## src/rtl/if_stage_if.sv

```systemverilog
// Fetch-stage port bundle: decode handshake, branch feedback and instruction SRAM.
// master = fetch stage, slave = decode/SRAM side.
interface if_stage_if #(
  parameter int XLEN = 32
);
  logic              ds_allowin;
  logic [XLEN:0]     br_bus;
  logic              fs_to_ds_valid;
  logic [2*XLEN-1:0] fs_to_ds_bus;
  logic              inst_sram_en;
  logic [3:0]        inst_sram_we;
  logic [XLEN-1:0]   inst_sram_addr;
  logic [XLEN-1:0]   inst_sram_wdata;
  logic [XLEN-1:0]   inst_sram_rdata;

  modport master (
    input  ds_allowin, br_bus, inst_sram_rdata,
    output fs_to_ds_valid, fs_to_ds_bus,
    output inst_sram_en, inst_sram_we, inst_sram_addr, inst_sram_wdata
  );

  modport slave (
    output ds_allowin, br_bus, inst_sram_rdata,
    input  fs_to_ds_valid, fs_to_ds_bus,
    input  inst_sram_en, inst_sram_we, inst_sram_addr, inst_sram_wdata
  );
endinterface

```

## src/rtl/if_stage.sv

```systemverilog
// MIPS fetch stage: pre-IF next-PC generation, 1-cycle SRAM fetch, stall buffer
// and delay-slot-aware branch redirection.
module if_stage #(
  parameter int               XLEN     = 32,
  parameter logic [XLEN-1:0]  RESET_PC = 32'hBFC00000
) (
  input  logic        clk,
  input  logic        reset,
  if_stage_if.master  bus
);
  localparam logic [XLEN-1:0] PC_INIT = RESET_PC - XLEN'(4);

  logic            preif_valid_q, preif_valid_d;
  logic            fs_valid_q, fs_valid_d;
  logic [XLEN-1:0] fs_pc_q, fs_pc_d;
  logic            data_fresh_q, data_fresh_d;
  logic            buf_valid_q, buf_valid_d;
  logic [XLEN-1:0] inst_buf_q, inst_buf_d;
  logic            br_pend_q, br_pend_d;
  logic [XLEN-1:0] br_pend_target_q, br_pend_target_d;

  logic            br_taken;
  logic [XLEN-1:0] br_target;
  logic            fs_ready_go;
  logic            fs_allowin;
  logic            fs_to_ds_valid;
  logic            inst_sram_en;
  logic [XLEN-1:0] nextpc;
  logic [XLEN-1:0] fs_inst;

  assign br_taken  = bus.br_bus[XLEN];
  assign br_target = bus.br_bus[XLEN-1:0];

  always_comb begin
    fs_ready_go    = 1'b1;
    fs_allowin     = ~fs_valid_q | (fs_ready_go & bus.ds_allowin);
    fs_to_ds_valid = fs_valid_q & fs_ready_go;
    inst_sram_en   = preif_valid_q & fs_allowin;

    // With fs empty the delay slot has not been fetched yet, so fall through.
    if (br_taken && fs_valid_q)       nextpc = br_target;
    else if (br_pend_q && fs_valid_q) nextpc = br_pend_target_q;
    else                              nextpc = fs_pc_q + XLEN'(4);

    fs_inst = buf_valid_q ? inst_buf_q : bus.inst_sram_rdata;
  end

  always_comb begin
    preif_valid_d    = 1'b1;
    fs_valid_d       = fs_valid_q;
    fs_pc_d          = fs_pc_q;
    data_fresh_d     = 1'b0;
    buf_valid_d      = buf_valid_q;
    inst_buf_d       = inst_buf_q;
    br_pend_d        = br_pend_q;
    br_pend_target_d = br_pend_target_q;

    if (inst_sram_en) begin
      fs_valid_d   = 1'b1;
      fs_pc_d      = nextpc;
      data_fresh_d = 1'b1;
      buf_valid_d  = 1'b0;
    end else if (fs_to_ds_valid && bus.ds_allowin) begin
      fs_valid_d = 1'b0;
    end

    // SRAM rdata is only trustworthy in its fresh cycle; keep a copy on stall.
    if (data_fresh_q && fs_valid_q && !bus.ds_allowin) begin
      inst_buf_d  = bus.inst_sram_rdata;
      buf_valid_d = 1'b1;
    end

    if (inst_sram_en && fs_valid_q && (br_taken || br_pend_q))
      br_pend_d = 1'b0;
    if (br_taken && (!fs_valid_q || !inst_sram_en)) begin
      br_pend_d        = 1'b1;
      br_pend_target_d = br_target;
    end
  end

  always_ff @(posedge clk or negedge reset) begin
    if (!reset) begin
      preif_valid_q    <= 1'b0;
      fs_valid_q       <= 1'b0;
      fs_pc_q          <= PC_INIT;
      data_fresh_q     <= 1'b0;
      buf_valid_q      <= 1'b0;
      inst_buf_q       <= '0;
      br_pend_q        <= 1'b0;
      br_pend_target_q <= '0;
    end else begin
      preif_valid_q    <= preif_valid_d;
      fs_valid_q       <= fs_valid_d;
      fs_pc_q          <= fs_pc_d;
      data_fresh_q     <= data_fresh_d;
      buf_valid_q      <= buf_valid_d;
      inst_buf_q       <= inst_buf_d;
      br_pend_q        <= br_pend_d;
      br_pend_target_q <= br_pend_target_d;
    end
  end

  assign bus.fs_to_ds_valid  = fs_to_ds_valid;
  assign bus.fs_to_ds_bus    = {fs_pc_q, fs_inst};
  assign bus.inst_sram_en    = inst_sram_en;
  assign bus.inst_sram_we    = 4'b0000;
  assign bus.inst_sram_addr  = nextpc;
  assign bus.inst_sram_wdata = '0;
endmodule

```

## src/flat_wrapper.sv

```systemverilog
// flat-port wrapper written by rule: the top's interface ports become plain ports
module if_stage_flat 
#(
  parameter int               XLEN     = 32,
  parameter logic [XLEN-1:0]  RESET_PC = 32'hBFC00000
)
  (clk, reset, bus_ds_allowin, bus_br_bus, bus_inst_sram_rdata, bus_fs_to_ds_valid, bus_fs_to_ds_bus, bus_inst_sram_en, bus_inst_sram_we, bus_inst_sram_addr, bus_inst_sram_wdata);
  if_stage_if #(.XLEN(XLEN)) bus_i ();
  input  logic clk;
  input  logic reset;
  input wire logic [$bits(bus_i.ds_allowin)-1:0] bus_ds_allowin;
  input wire logic [$bits(bus_i.br_bus)-1:0] bus_br_bus;
  input wire logic [$bits(bus_i.inst_sram_rdata)-1:0] bus_inst_sram_rdata;
  output wire logic [$bits(bus_i.fs_to_ds_valid)-1:0] bus_fs_to_ds_valid;
  output wire logic [$bits(bus_i.fs_to_ds_bus)-1:0] bus_fs_to_ds_bus;
  output wire logic [$bits(bus_i.inst_sram_en)-1:0] bus_inst_sram_en;
  output wire logic [$bits(bus_i.inst_sram_we)-1:0] bus_inst_sram_we;
  output wire logic [$bits(bus_i.inst_sram_addr)-1:0] bus_inst_sram_addr;
  output wire logic [$bits(bus_i.inst_sram_wdata)-1:0] bus_inst_sram_wdata;
  assign bus_i.ds_allowin = bus_ds_allowin;
  assign bus_i.br_bus = bus_br_bus;
  assign bus_i.inst_sram_rdata = bus_inst_sram_rdata;
  assign bus_fs_to_ds_valid = bus_i.fs_to_ds_valid;
  assign bus_fs_to_ds_bus = bus_i.fs_to_ds_bus;
  assign bus_inst_sram_en = bus_i.inst_sram_en;
  assign bus_inst_sram_we = bus_i.inst_sram_we;
  assign bus_inst_sram_addr = bus_i.inst_sram_addr;
  assign bus_inst_sram_wdata = bus_i.inst_sram_wdata;
  if_stage #(.XLEN(XLEN), .RESET_PC(RESET_PC)) u_core (.clk(clk), .reset(reset), .bus(bus_i));
endmodule
```

## config.mk

```make
export PLATFORM = sky130hd
export DESIGN_NAME = if_stage_flat
export DESIGN_NICKNAME = d
export VERILOG_FILES = /design/src/rtl/if_stage_if.sv /design/src/rtl/if_stage.sv /design/src/flat_wrapper.sv
export SDC_FILE = /design/constraint.sdc
export NUM_CORES = 1
export LEC_CHECK = 0
export BUFFER_PORTS_ARGS = -buffer_cell sky130_fd_sc_hd__buf_4
export CAP_MARGIN = 20
export CORE_MARGIN = 2
export CORE_UTILIZATION = 40
export CTS_CLUSTER_SIZE = 8
export DETAILED_ROUTE_END_ITERATION = 8
export GPL_ROUTABILITY_DRIVEN = 0
export PLACE_DENSITY_LB_ADDON = 0.25
export SYNTH_ARGS = -nofsm -noshare
export SYNTH_HDL_FRONTEND = slang
export SYNTH_SLANG_ARGS = --single-unit
```

## constraint.sdc

```tcl
create_clock -name clk -period 5.3 [get_ports clk]
set_clock_uncertainty 0.2 [all_clocks]
set_input_delay 1.59 -clock clk [delete_from_list [all_inputs] [get_ports clk]]
set_output_delay 1.59 -clock clk [all_outputs]
set_load 0.01 [all_outputs]
```

# Word-level counts from Yosys, hierarchy flattened
# Cells that the tools add are included.
dict set report op_classes {
  n_addsub 1
  mux 10
  n_bitwise 3
  reduce_logical 16
}
# cell count
set op_table {}
lappend op_table {{$mux W32} 3}
lappend op_table {{$add A32 B3 Y32 const B} 1}
lappend op_table {{$logic_and A1 B1 Y1} 8}
lappend op_table {{$mux W1} 7}
lappend op_table {{$reduce_bool A2 Y1} 3}
lappend op_table {{$logic_not A1 Y1} 3}
lappend op_table {{$logic_or A1 B1 Y1} 2}
lappend op_table {{$and A1 B1 Y1} 1}
lappend op_table {{$not A1 Y1} 1}
lappend op_table {{$or A1 B1 Y1} 1}
dict set report word_totals {
  regBits 101
  inputBits 68
  out_inout_bits 134
  wordCells 38
}

# Longest topological paths before layout
dict set report logic_depth {
  depth_word 7
  ltp_mapped 8
  depth_no_buf 6
}

# Least setup slack after synthesis
# Ideal clock, no wire load.
dict set report synth_timing {
  path_kind {input -> output}
  start {input bus_br_bus[32]}
  end {output bus_inst_sram_addr[8]}
  t_arrival_ps 2611
  setup_slack_ps 899
  cell_stages 5
  path_buffers 3
  cell_sequence {and2_1 -> clkbuf_1 -> clkbuf_1 -> buf_2 -> o31ai_1}
}
dict set report synth_via {
  elab_chain_cells 2
}
# item line
set synth_rtl {}
lappend synth_rtl {{start: declaration} flat_wrapper.sv:12} ;# input wire logic [$bits(bus_i.br_bus)-1:0] bus_br_bus;
lappend synth_rtl {{$logic_and A1 B1 Y1} if_stage.sv:41} ;# if (br_taken && fs_valid_q) nextpc = br_target;
lappend synth_rtl {{$mux W32} if_stage.sv:41}
lappend synth_rtl {{end: declaration} flat_wrapper.sv:18} ;# output wire logic [$bits(bus_i.inst_sram_addr)-1:0] bus_inst_sram_addr;
# Every way passes these cells.

# Worst setup path after layout
dict set report layout_timing {
  start {input bus_br_bus[32]}
  end {output bus_inst_sram_addr[18]}
}
# Same word-level chain as after synthesis.

==> out/results.ini <==
[timing]
drv_slew=0
setup_viol=0
fmax_ghz=0.209
rsz0062_at_grt=false
maxSlewHeadroom=0.456
layout_min_cycle_time_ns=4.78
fin_setup_tns_ns=0
period_share=0.901
postLayoutSetupSlackWorst_ns=0.523
worst_slew_pin_slew_ns=0.815
hold_violations=0

[synthesis]
synth_top_cell_area_share=0.304
synth_seq_cells=101
yosysMostFrequentCell=dfrtp_1
synth_edf_count=0
syn_area_um2=6010
avgSynthCellArea_um2=10.2
ys_types=56
synth_area_leaders=dfrtp_1 30%, dfstp_2 12%, mux2_2 12%
synth_warnings=0
synthArstFlopShare=1.00
synthFlopType=dfrtp_1
synth_top_area_cell=dfrtp_1
synth_common_cells=73 x dfrtp_1, 64 x mux2_2, 60 x nand2_1
synth_cells=587
yosysSeqAreaShare=0.426

[status]
status=finished, final reports clean

[global_route]
track_usage=0.202
grt_pass1_vias=4916
grt_start_max_net_pins=51
gr-usage-met2=0.328
top_usage_layer=met2
grt_pass1_wl_mm=26.0
antenna_found_initial=0
use_met3=0.0536
met1_usage=0.260
gr-total-overflow=0

[worst_setup_path]
crit_arrival_ns=2.99
crit_type=in -> out
critPathRequiredTime_ns=3.51
worstRegToRegCells=8
timing.rr.start=u_core.bus.fs_to_ds_valid
rrSetupSlack_ns=2.29
r2r_end=u_core.br_pend_target_q[18]
critPathMaxFanout=24
cp-start-kind=primary input
worstSetupEndpointType=output pin

[power_and_ir_drop]
powerDensity_nw_per_um2=345
peakVddDrop_uv=142
leakage_uw=0.00330

[die]
die_y_um=127
io_pins=202
start_util=0.412
core_um2=14600
num_rows=44
die-area_um2=16000
fp.dieW_um=127

[cells_and_area]
nets=810
antennaDiodeCount=0
design_area_um2=7560
drive_above_1_share=0.397
area_growth_pct=25.8

[clocking]
cts.sinks=101
numCtsBuffers=9
post-cts-setup-buffer-count=0
insertion_delay_ns=0.35
cts_hold_buf=0
cts_root_buffer=clkbuf_16
clock_path_buffers=2
cts_tree=built
cts_resized=0
cts_max_level=3
clk_pin_slew_ns=0.07

[placed_design]
io_buffers=165
dpl-instance-area_um2=7300
dp_slack_ns=0.542
hpwl_mm=11.6

[hold_path]
holdPathEnd=u_core.bus.fs_to_ds_valid
hold_depth=1
hold_path.startpoint=u_core.preif_valid_q
hold_path.class=reg -> reg

[drt]
wl_per_cell_um=17.4
vias=5072
ant_nets=0
drt_iter0_drc=353
wirelength_mm=16.2
avgViaCountPerCell=5.45
drc=0
first_pass_iters=5

[flow_run]
cap_violations=0

[state kept, by name, indices dropped and copies added (netlist names)]
register,flops
u_core.bus.fs_to_ds_valid,1
u_core.inst_buf_q,32
u_core.preif_valid_q,1
u_core.fs_pc_q,32
u_core.data_fresh_q,1
u_core.buf_valid_q,1
u_core.br_pend_q,1
u_core.br_pend_target_q,32
[metrics by stage]
step                      std cells  hold WS (ns)   util  total power, uW
after global routing            930         0.281  0.518             2760
after CTS                       930         0.258  0.518             2640
after detailed placement        914         0.243  0.500             2020
after global placement          914         0.239  0.500             1990
after floorplan                 622         0.235      -             1620
final                           930         0.261  0.518             2610
[worst max-delay path, stage by stage]
cell and delay, ns:
buf_4 0.17, nand2_1 0.08, buf_4 0.29, nand2_1 0.33
o31ai_1 0.35, buf_4 0.17
[final cells by class]
type | instances | area, um^2
Inverter | 7 | 26.3
Clock inverter | 4 | 25.0
Sequential cell | 101 | 2560
Fill cell | 1318 | 7030
Clock buffer | 12 | 236
Timing Repair Buffer | 179 | 1340
Multi-Input combinational cell | 443 | 3140
Tap cell | 184 | 230
[power breakdown]
group | total, uW | internal, uW | switching [uW] | leakage, uW
logic | 863 | 450 | 413 | 0.00202
registers | 1130 | 971 | 162 | 0.00115
clock network | 612 | 318 | 294 | 0.000123
[logic make-up (layout without fill, tap and decap cells)]
logic type / count (synthesis) / after routing / share of synthesized area
flip-flops: 101 / 101 / 0.426
multiplexers: 108 / 108 / 0.202
AO/OA/AOI/OAI: 131 / 131 / 0.138
buffers and inverters: 78 / 202 / 0.0735
AND/OR/NAND/NOR: 145 / 145 / 0.126
adder cells (fa/ha/maj): 1 / 1 / 0.00208
XOR/XNOR: 21 / 21 / 0.0306
other: 2 / 37 / 0.00125
[layout by cell type, fill, tap and decap left out, types with 5 or more instances in the layout]
cell,synthesis,final
nand3_1,12,12
buf_4,37,179
a22o_1,6,6
o22a_1,5,5
dfrtp_1,73,73
a21oi_1,40,40
mux2_2,64,64
xor2_1,9,9
o21ai_1,14,14
a2bb2oi_1,5,5
nor2_1,23,23
conb_1,2,37
dfstp_2,28,28
nand4_1,8,8
nand2_1,60,60
o21ai_0,14,14
and3_1,5,5
clkbuf_16,0,9
mux2_1,44,44
xnor2_1,12,12
nor3_1,10,10
o22ai_1,8,8
inv_1,7,7
a31oi_1,10,10
[per-layer routing]
layer | share of wire | vias to the layer above
li1 | - | 2364
met1 | 0.42 | 2455
met2 | 0.47 | 232
met3 | 0.089 | 21
met4 | 0.019 | 0
met5 | 0 | -
[worst max-delay path by stage]
stage,start,to,slack [ns]
final,bus_br_bus[32],bus_inst_sram_addr[18],0.52
after CTS,bus_br_bus[32],bus_inst_sram_addr[29],0.54
after global placement,bus_br_bus[32],bus_inst_sram_addr[18],0.57
after floorplan,bus_br_bus[32],bus_inst_sram_addr[8],0.90
after global routing,bus_br_bus[32],bus_inst_sram_addr[18],0.42
after detailed placement,bus_br_bus[32],bus_inst_sram_addr[18],0.54
No activity file was read; power rests on OpenSTA's default activity.
